### config.mk
export PLATFORM = sky130hd
export DESIGN_NAME = muldiv_hilo_unit_flat
export DESIGN_NICKNAME = d
export VERILOG_FILES = /design/src/rtl/muldiv_hilo_unit_if.sv /design/src/rtl/muldiv_hilo_unit.sv /design/src/flat_wrapper.sv
export SDC_FILE = /design/constraint.sdc
export NUM_CORES = 1
export LEC_CHECK = 0
export CORE_MARGIN = 5
export CORE_UTILIZATION = 50
export CTS_CLUSTER_SIZE = 20
export DETAILED_ROUTE_END_ITERATION = 8
export PLACE_DENSITY = 0.72
export SLEW_MARGIN = 15
export SYNTH_ARGS = -nofsm -noshare
export SYNTH_HDL_FRONTEND = slang
export SYNTH_SLANG_ARGS = --single-unit
export TNS_END_PERCENT = 50
### constraint.sdc
create_clock -name clk -period 6.5 [get_ports clk]
set_input_delay 0.65 -clock clk [delete_from_list [all_inputs] [get_ports clk]]
set_output_delay 0.65 -clock clk [all_outputs]
set_load 0.02 [all_outputs]
### src/rtl/muldiv_hilo_unit_if.sv
// Core <-> multiply/divide unit bus.
// The core drives the request side (master); the unit answers with busy/done/divzero and HI/LO (slave).
// Optional macro MULDIV_ABORT_EN adds an abort request line.
interface muldiv_hilo_unit_if #(
    parameter int WIDTH = 32
);
    logic             start;
    logic [2:0]       op;
    logic [WIDTH-1:0] srca;
    logic [WIDTH-1:0] srcb;
    logic             busy;
    logic             done;
    logic             divzero;
    logic [WIDTH-1:0] hi;
    logic [WIDTH-1:0] lo;
`ifdef MULDIV_ABORT_EN
    logic             abort;

    modport master (
        output start, op, srca, srcb, abort,
        input  busy, done, divzero, hi, lo
    );
    modport slave (
        input  start, op, srca, srcb, abort,
        output busy, done, divzero, hi, lo
    );
`else
    modport master (
        output start, op, srca, srcb,
        input  busy, done, divzero, hi, lo
    );
    modport slave (
        input  start, op, srca, srcb,
        output busy, done, divzero, hi, lo
    );
`endif
endinterface

### src/rtl/muldiv_hilo_unit.sv
// Iterative multiply/divide unit with architectural HI/LO registers for the MIPS core.
// MULT/MULTU use shift-add and DIV/DIVU use restoring division on operand magnitudes.
// These run for N = WIDTH/BITS_PER_CYCLE CALC cycles, followed by one SIGN cycle that
// applies the sign fix-up and writes HI/LO. MTHI/MTLO write HI/LO directly without raising busy.
// BITS_PER_CYCLE must divide WIDTH.
// Optional macro MULDIV_ABORT_EN: abort while busy returns to IDLE, leaving HI/LO/divzero untouched.
module muldiv_hilo_unit #(
    parameter int WIDTH          = 32,
    parameter int BITS_PER_CYCLE = 1
) (
    input  logic              clk,
    input  logic              reset,
    muldiv_hilo_unit_if.slave bus
);
    localparam int                N        = WIDTH / BITS_PER_CYCLE;
    localparam int                CNT_W    = $clog2(N + 1);
    localparam logic [CNT_W-1:0]  CNT_LAST = CNT_W'(N - 1);

    // op[2]==0 selects mul/div; op[1] picks divide; op[0]==0 means signed.
    localparam logic [2:0] OP_MTHI = 3'b100;
    localparam logic [2:0] OP_MTLO = 3'b101;

    typedef enum logic [1:0] {
        S_IDLE,
        S_CALC,
        S_SIGN
    } state_t;

    state_t r_state;
    state_t w_state_next;

    // Request decode
    logic             w_abort;
    logic             w_accept_md;
    logic             w_accept_mt;
    logic             w_signed;
    logic             w_neg_a;
    logic             w_neg_b;
    logic [WIDTH-1:0] w_abs_a;
    logic [WIDTH-1:0] w_abs_b;

    // Working datapath: acc_hi = partial product / remainder, acc_lo = multiplier / quotient
    logic [WIDTH-1:0] r_acc_hi;
    logic [WIDTH-1:0] r_acc_lo;
    logic [WIDTH-1:0] r_b;
    logic [CNT_W-1:0] r_cnt;
    logic             r_is_mul;
    logic             r_neg_a;
    logic             r_neg_res;
    logic             r_dz;

    // One CALC cycle worth of iteration
    logic [WIDTH-1:0] w_step_hi;
    logic [WIDTH-1:0] w_step_lo;
    logic [WIDTH:0]   w_sum;
    logic [WIDTH:0]   w_shift;
    logic [WIDTH-1:0] w_diff;

    // Sign-corrected result
    logic [2*WIDTH-1:0] w_prod_neg;
    logic [WIDTH-1:0]   w_res_hi;
    logic [WIDTH-1:0]   w_res_lo;

    // Architectural state
    logic [WIDTH-1:0] r_hi;
    logic [WIDTH-1:0] r_lo;
    logic             r_done;
    logic             r_divzero;

`ifdef MULDIV_ABORT_EN
    assign w_abort = bus.abort;
`else
    assign w_abort = 1'b0;
`endif

    assign w_accept_md = (r_state == S_IDLE) && bus.start && !bus.op[2];
    assign w_accept_mt = (r_state == S_IDLE) && bus.start &&
                         ((bus.op == OP_MTHI) || (bus.op == OP_MTLO));
    assign w_signed    = !bus.op[0];
    assign w_neg_a     = w_signed && bus.srca[WIDTH-1];
    assign w_neg_b     = w_signed && bus.srcb[WIDTH-1];
    assign w_abs_a     = w_neg_a ? -bus.srca : bus.srca;
    assign w_abs_b     = w_neg_b ? -bus.srcb : bus.srcb;

    // FSM state register
    always_ff @(posedge clk) begin
        if (!reset) begin
            r_state <= S_IDLE;
        end else begin
            r_state <= w_state_next;
        end
    end

    // FSM next-state: IDLE -> CALC (N cycles) -> SIGN -> IDLE, abort drops straight to IDLE
    always_comb begin
        // NOTE: every always_comb output gets a default first so no path can infer a latch.
        w_state_next = r_state;
        case (r_state)
            S_IDLE: begin
                if (w_accept_md) begin
                    w_state_next = S_CALC;
                end
            end
            S_CALC: begin
                if (w_abort) begin
                    w_state_next = S_IDLE;
                end else if (r_cnt == CNT_LAST) begin
                    w_state_next = S_SIGN;
                end
            end
            S_SIGN: begin
                w_state_next = S_IDLE;
            end
            default: begin
                w_state_next = S_IDLE;
            end
        endcase
    end

    // Iteration step: BITS_PER_CYCLE shift-add or restoring-divide steps chained in one cycle
    always_comb begin
        // NOTE: blocking assignments here build a combinational chain; each loop pass sees the previous pass's result.
        w_step_hi = r_acc_hi;
        w_step_lo = r_acc_lo;
        w_sum     = '0;
        w_shift   = '0;
        w_diff    = '0;
        for (int k = 0; k < BITS_PER_CYCLE; k++) begin
            if (r_is_mul) begin
                w_sum     = {1'b0, w_step_hi} + (w_step_lo[0] ? {1'b0, r_b} : '0);
                w_step_lo = {w_sum[0], w_step_lo[WIDTH-1:1]};
                w_step_hi = w_sum[WIDTH:1];
            end else begin
                w_shift = {w_step_hi, w_step_lo[WIDTH-1]};
                w_diff  = w_shift[WIDTH-1:0] - r_b;
                if (w_shift >= {1'b0, r_b}) begin
                    w_step_hi = w_diff;
                    w_step_lo = {w_step_lo[WIDTH-2:0], 1'b1};
                end else begin
                    w_step_hi = w_shift[WIDTH-1:0];
                    w_step_lo = {w_step_lo[WIDTH-2:0], 1'b0};
                end
            end
        end
    end

    // Sign fix-up: negate product, quotient follows sign(a)^sign(b), remainder follows dividend.
    // Divide by zero leaves |a| in acc_hi, so negating it restores the original srca.
    always_comb begin
        w_prod_neg = -{r_acc_hi, r_acc_lo};
        w_res_hi   = r_acc_hi;
        w_res_lo   = r_acc_lo;
        if (r_is_mul) begin
            if (r_neg_res) begin
                {w_res_hi, w_res_lo} = w_prod_neg;
            end
        end else begin
            if (r_neg_a) begin
                w_res_hi = -r_acc_hi;
            end
            if (r_dz) begin
                w_res_lo = '1;
            end else if (r_neg_res) begin
                w_res_lo = -r_acc_lo;
            end
        end
    end

    // Working datapath: load magnitudes on accept, iterate during CALC
    always_ff @(posedge clk) begin
        // NOTE: working registers carry no reset; they are always loaded on accept before being read.
        if (w_accept_md) begin
            r_acc_hi  <= '0;
            r_acc_lo  <= w_abs_a;
            r_b       <= w_abs_b;
            r_cnt     <= '0;
            r_is_mul  <= !bus.op[1];
            r_neg_a   <= w_neg_a;
            r_neg_res <= w_neg_a ^ w_neg_b;
            r_dz      <= bus.op[1] && (bus.srcb == '0);
        end else if (r_state == S_CALC) begin
            r_acc_hi  <= w_step_hi;
            r_acc_lo  <= w_step_lo;
            r_cnt     <= r_cnt + CNT_W'(1);
        end
    end

    // Architectural HI/LO, done pulse and sticky divzero
    always_ff @(posedge clk) begin
        if (!reset) begin
            r_hi      <= '0;
            r_lo      <= '0;
            r_done    <= 1'b0;
            r_divzero <= 1'b0;
        end else begin
            r_done <= 1'b0;
            if (w_accept_mt) begin
                if (bus.op == OP_MTHI) begin
                    r_hi <= bus.srca;
                end else begin
                    r_lo <= bus.srca;
                end
                r_done    <= 1'b1;
                r_divzero <= 1'b0;
            end else if (w_accept_md) begin
                r_divzero <= 1'b0;
            end else if ((r_state == S_SIGN) && !w_abort) begin
                r_hi      <= w_res_hi;
                r_lo      <= w_res_lo;
                r_done    <= 1'b1;
                r_divzero <= r_dz;
            end
        end
    end

    assign bus.busy    = (r_state != S_IDLE);
    assign bus.done    = r_done;
    assign bus.divzero = r_divzero;
    assign bus.hi      = r_hi;
    assign bus.lo      = r_lo;

endmodule

### src/flat_wrapper.sv
// flat-port wrapper written by rule: the top's interface ports become plain ports
module muldiv_hilo_unit_flat 
#(
    parameter int WIDTH          = 32,
    parameter int BITS_PER_CYCLE = 1
)
  (clk, reset, bus_start, bus_op, bus_srca, bus_srcb, bus_busy, bus_done, bus_divzero, bus_hi, bus_lo);
  muldiv_hilo_unit_if #(.WIDTH(WIDTH)) bus_i ();
  input  logic clk;
  input  logic reset;
  input wire logic [$bits(bus_i.start)-1:0] bus_start;
  input wire logic [$bits(bus_i.op)-1:0] bus_op;
  input wire logic [$bits(bus_i.srca)-1:0] bus_srca;
  input wire logic [$bits(bus_i.srcb)-1:0] bus_srcb;
  output wire logic [$bits(bus_i.busy)-1:0] bus_busy;
  output wire logic [$bits(bus_i.done)-1:0] bus_done;
  output wire logic [$bits(bus_i.divzero)-1:0] bus_divzero;
  output wire logic [$bits(bus_i.hi)-1:0] bus_hi;
  output wire logic [$bits(bus_i.lo)-1:0] bus_lo;
  assign bus_i.start = bus_start;
  assign bus_i.op = bus_op;
  assign bus_i.srca = bus_srca;
  assign bus_i.srcb = bus_srcb;
  assign bus_busy = bus_i.busy;
  assign bus_done = bus_i.done;
  assign bus_divzero = bus_i.divzero;
  assign bus_hi = bus_i.hi;
  assign bus_lo = bus_i.lo;
  muldiv_hilo_unit #(.WIDTH(WIDTH), .BITS_PER_CYCLE(BITS_PER_CYCLE)) u_core (.clk(clk), .reset(reset), .bus(bus_i));
endmodule
-- After elaboration in Yosys (flattened, before gate mapping)
Cells that the tools add are included.
W data, S select, Z words.
- flip-flop bits (word level): 174
- output and inout port bits: 67
- word-level logic and storage cells: 83
- $add $sub $neg: 8
- order comparisons: 1
- equal/unequal tests: 10
- muxes and demuxes: 30
- bitwise operators: 2
- reduce and logical (&&, ||, !) cells: 19
- operators by type and width (operator ; count):
    $mux W32 ; 23
    $neg A32 Y32 ; 4
    $neg A64 Y64 ; 1
    $add A32 B33 Y33 ; 1
    $ge A33 B32 Y1 ; 1
    $logic_not A32 Y1 ; 1
    $sub A32 B32 Y32 ; 1
    $add A6 B1 Y6 const B ; 1
    $eq A3 B3 Y1 const B ; 2
    $eq A6 B5 Y1 const B ; 1
    $logic_and A1 B1 Y1 ; 6
    $ne A2 B2 Y1 const B ; 3
    $reduce_and A3 Y1 ; 2
    $reduce_bool A2 Y1 ; 3
    $mux W1 ; 4
    $mux W2 ; 2
    $ne A2 B1 Y1 const B ; 2
    $pmux W2 S2 ; 1
    $logic_not A1 Y1 ; 3
    $reduce_or A3 Y1 ; 1
    $eq A2 B1 Y1 const B ; 1
    $eq A2 B2 Y1 const B ; 1
    $logic_not A2 Y1 ; 1
    $reduce_and A2 Y1 ; 1
    3 further kinds ; 3

-- Longest topological paths before layout
- depth after elaboration: 7
- mapped depth: 14

-- Least setup slack after synthesis
OpenSTA, ideal clock, no wires.
- path type: register to register
- from: register u_core.r_acc_lo[0]
- to: register u_core.r_acc_hi[23]
- data arrival time: 3080 ps
- data required time: 6375 ps
- path slack: 3296 ps
- cell stages (with the launch flop): 14
- cells stage by stage: edfxtp_1 clkinv_1 clkbuf_1 nor2_1 fa_1 a21oi_1 o211ai_1 and2_1 o311ai_0 a21o_1 a21oi_1 or4_1 nand3_1 o21ai_0
- word-level cells in the longest chain between the ends: 3
- ends and longest elaborated chain (what ; RTL line ; source):
    start: declaration ; muldiv_hilo_unit.sv:44 ; logic [WIDTH-1:0] r_acc_lo;
    start signal: assignment ; muldiv_hilo_unit.sv:174 ; r_acc_lo <= w_abs_a;
    start signal: assignment ; muldiv_hilo_unit.sv:183 ; r_acc_lo <= w_step_lo;
    $mux W32 ; muldiv_hilo_unit.sv:130 ; w_sum = {1'b0, w_step_hi} + (w_step_lo[0] ? {1'b0, r_b} : '0);
    $add A32 B33 Y33 ; muldiv_hilo_unit.sv:130 ;
    $mux W32 ; muldiv_hilo_unit.sv:129 ; if (r_is_mul) begin
    end signal: assignment ; muldiv_hilo_unit.sv:182 ; r_acc_hi <= w_step_hi;
    end: declaration ; muldiv_hilo_unit.sv:43 ; logic [WIDTH-1:0] r_acc_hi;
No other way between the ends.
A chain may end at the register's enable or synchronous reset.

-- Final worst setup path
- from: register u_core.r_acc_lo[0]
- to: register u_core.r_acc_hi[29]
The elaborated chain is that of the path after synthesis.

==> results.md <==
- Number of distinct library cells after synthesis: 79
- Vias in the first global route: ~13,000
- Worst vdd ir: between 0.15 and 0.2 mV
- Vias: about 14,000
- GP Congestion: 0.967
- Number of H-tree levels: 4
- Outcome: complete, no violations
- Routed wire length: just under 50,000 um
- GRT Util Overall: 0.299
- Layout area overhead: 15.4%
- Min Tclk post-route: 4.18 ns
- EDFF count, synth: just under 70
- CP endpoint kind: flip-flop
- Placed inst area: ~16,000 um^2
- Final setup violation count: 0
- Register area share after synthesis: 0.295
- Slew Limit Fails: 0
- Clock tree from TritonCTS: built
- Startpoint Class: flip-flop
- WS Path Type: flip-flop to flip-flop
- Routed len/inst: 21.3 um
- Pin count of the biggest net entering global routing: ~110
- Skew final: approximately 0.018 ns
- Initial antenna violation count: 1
- Clock root cell: clkbuf_16
- Max FO, Critical Path: 24
- Final WS setup: between 2 and 2.5 ns
- GR Overflow Total: 0
- Fin nets: ~2,000
- Max Root-Sink Buffers: 2
- PostCTS Resize Cnt: 0
- Drt drc: 0
- # clock sinks: approximately 170
- Max-slew headroom: 0.266
- Setup_tns: 0 ns
- Worst Hold Class: flip-flop to flip-flop
- Power Dens Cells: between 200 and 300 nW/um^2
- Netlist Area Pre-Place: 14,100 um^2
- First-pass GRT wire length: roughly 75,000 um
- Num CTS Buffers: 17
- Port buffer count: around 140
- Clock Pin Slew Worst Setup and Hold Paths: approximately 0.08 ns
- RSZ-0062 raised after global routing: no
- CP required: 6.80 ns
- Die area: between 30,000 and 40,000 um^2
- Initial Util: 0.507
- Power Total: around 4500 uW
- Via density: ~6.3
- Chip height: roughly 180 um
- Final Hold Viols: 0
- IO Pins: 137
- Clk_lat worst skew: 0.44 ns
- Async set-or-reset flop fraction in the synthesized netlist: 0
- Row cnt: 61
- CTS Hold Bufs: 0
- Post-DP HPWL: around 37,000 um
- Mapped Cells: about 1,800
- Worst slew pin tran: ~1.1 ns
- Max_cap viols: 0
- Post-synth top flop: dfxtp_1
- Layout cell share with drive strength beyond 1: 0.0429
- Max Clock Freq: between 0.2 and 0.25 GHz
- Number of routed nets with antenna violations: 0
- Synth warn: 0
- Mean Syn Cell Area: roughly 7.8 um^2
- Fin crit share: 0.643
- Final Cell Area: 16,300 um^2
- Detailed Route Iter0 Violations: 1,626
- Post-CTS setup buffers: 0
- Synthesized flop and latch total: roughly 170
- Core area: 27,900 um^2
- Worst slack at placement: roughly 2.4 ns
- Post-Syn Nets: between 1,500 and 2,000
- Arrival time at the worst endpoint: 4.48 ns
- Die W: around 180 um
- First-pass DRT Iterations: 8
- Leak pwr: about 0.0063 uW
-- critical path, cell delays in order, from the launching register on --
cell      delay, ns
edfxtp_1       0.46
clkinv_1       0.28
buf_4          0.37
nor2_1         0.12
fa_1           0.44
a21oi_1        0.23
o211ai_1       0.15
and2_1         0.21
o311ai_0       0.61
buf_4          0.25
a211o_1        0.20
nand2_1        0.08
o221ai_1       0.26
xor2_1         0.22
o221ai_1       0.15
-- power breakdown --
part           internal (uW)  switching, uW
Clock                    525            517
Sequential              1260            246
Combinational            770           1170
-- cell families after synthesis --
| logic type | count (synthesis) | share of synthesized area |
|---|---|---|
| AO/OA/AOI/OAI | 559 | 0.256 |
| XOR/XNOR | 164 | 0.102 |
| adder cells (fa/ha/maj) | 71 | 0.0639 |
| buffers and inverters | 174 | 0.0464 |
| flip-flops | 174 | 0.295 |
| multiplexers | 41 | 0.0290 |
| AND/OR/NAND/NOR | 624 | 0.208 |
-- metrics by stage --
stage | utilization | cells | hold WS (ns)
after floorplan | - | 1807 | 0.424
after global placement | 0.565 | 2232 | 0.439
after detailed placement | 0.565 | 2232 | 0.444
after CTS | 0.585 | 2264 | 0.455
after global routing | 0.586 | 2264 | 0.473
final | 0.586 | 2265 | 0.451
-- flip-flops by register name, summed over array words and instances, names as in the netlist --
| signal | flops |
|---|---|
| u_core.r_neg_a | 1 |
| u_core.r_neg_res | 1 |
| u_core.r_is_mul | 1 |
| u_core.r_state | 2 |
| u_core.bus.divzero | 1 |
| u_core.bus.hi | 32 |
| u_core.r_b | 32 |
| u_core.r_acc_lo | 32 |
| u_core.r_acc_hi | 32 |
| u_core.bus.lo | 32 |
| u_core.r_cnt | 6 |
| u_core.bus.done | 1 |
| u_core.r_dz | 1 |
-- cells in the final DEF, fill, tap and decap left out, types with 62 or more instances in the layout --
master           count
a21oi_1            164
clkdlybuf4s50_1    136
dfxtp_1            106
edfxtp_1            68
ha_1                69
inv_1               62
nand2_1            186
nand3_1             66
nor2_1             177
o21ai_0            123
xnor2_1             94
xor2_1              70
-- worst paths after layout --
path                                  start                               end  slack [ns]  depth (start not counted)
max            u_core.r_acc_lo[0]$_DFFE_PP_  u_core.r_acc_hi[29]$_SDFFE_PP0P_        2.32                         14
max reg2reg    u_core.r_acc_lo[0]$_DFFE_PP_  u_core.r_acc_hi[29]$_SDFFE_PP0P_        2.32                         14
min reg2reg  u_core.bus.lo[17]$_SDFFE_PN0P_    u_core.bus.lo[17]$_SDFFE_PN0P_        0.45                          2
min          u_core.bus.lo[17]$_SDFFE_PN0P_    u_core.bus.lo[17]$_SDFFE_PN0P_        0.45                          2
-- cell usage after synthesis (27+ instances only) --
master,number,area [um^2]
nand2_1,186,698
nor2_1,177,664
a21oi_1,166,831
o21ai_0,123,616
dfxtp_1,106,2120
clkbuf_1,101,379
xnor2_1,94,823
xor2_1,70,613
ha_1,69,863
edfxtp_1,68,2040
nand3_1,66,330
inv_1,62,233
mux2i_1,41,410
nor3_1,39,195
a211oi_1,36,270
a21o_1,33,248
nor4_1,27,169
o31ai_1,27,203
-- layer usage --
layer | vias up | part of all wire | global-route usage
li1 | 6765 | - | -
met1 | 6648 | 0.43 | 0.400
met2 | 750 | 0.44 | 0.478
met3 | 116 | 0.090 | 0.0498
met4 | 0 | 0.043 | 0.127
met5 | - | 0 | 0
-- cell type report --
cell class                      count  area, um^2
Antenna cell                        1        2.50
Clock buffer                       18         439
Clock inverter                     14         140
Fill cell                        2595       11500
Inverter                           65         245
Multi-Input combinational cell   1459        9340
Sequential cell                   174        4160
Tap cell                          378         473
Timing Repair Buffer              156        1510
Power figures use the tool's default switching activity.
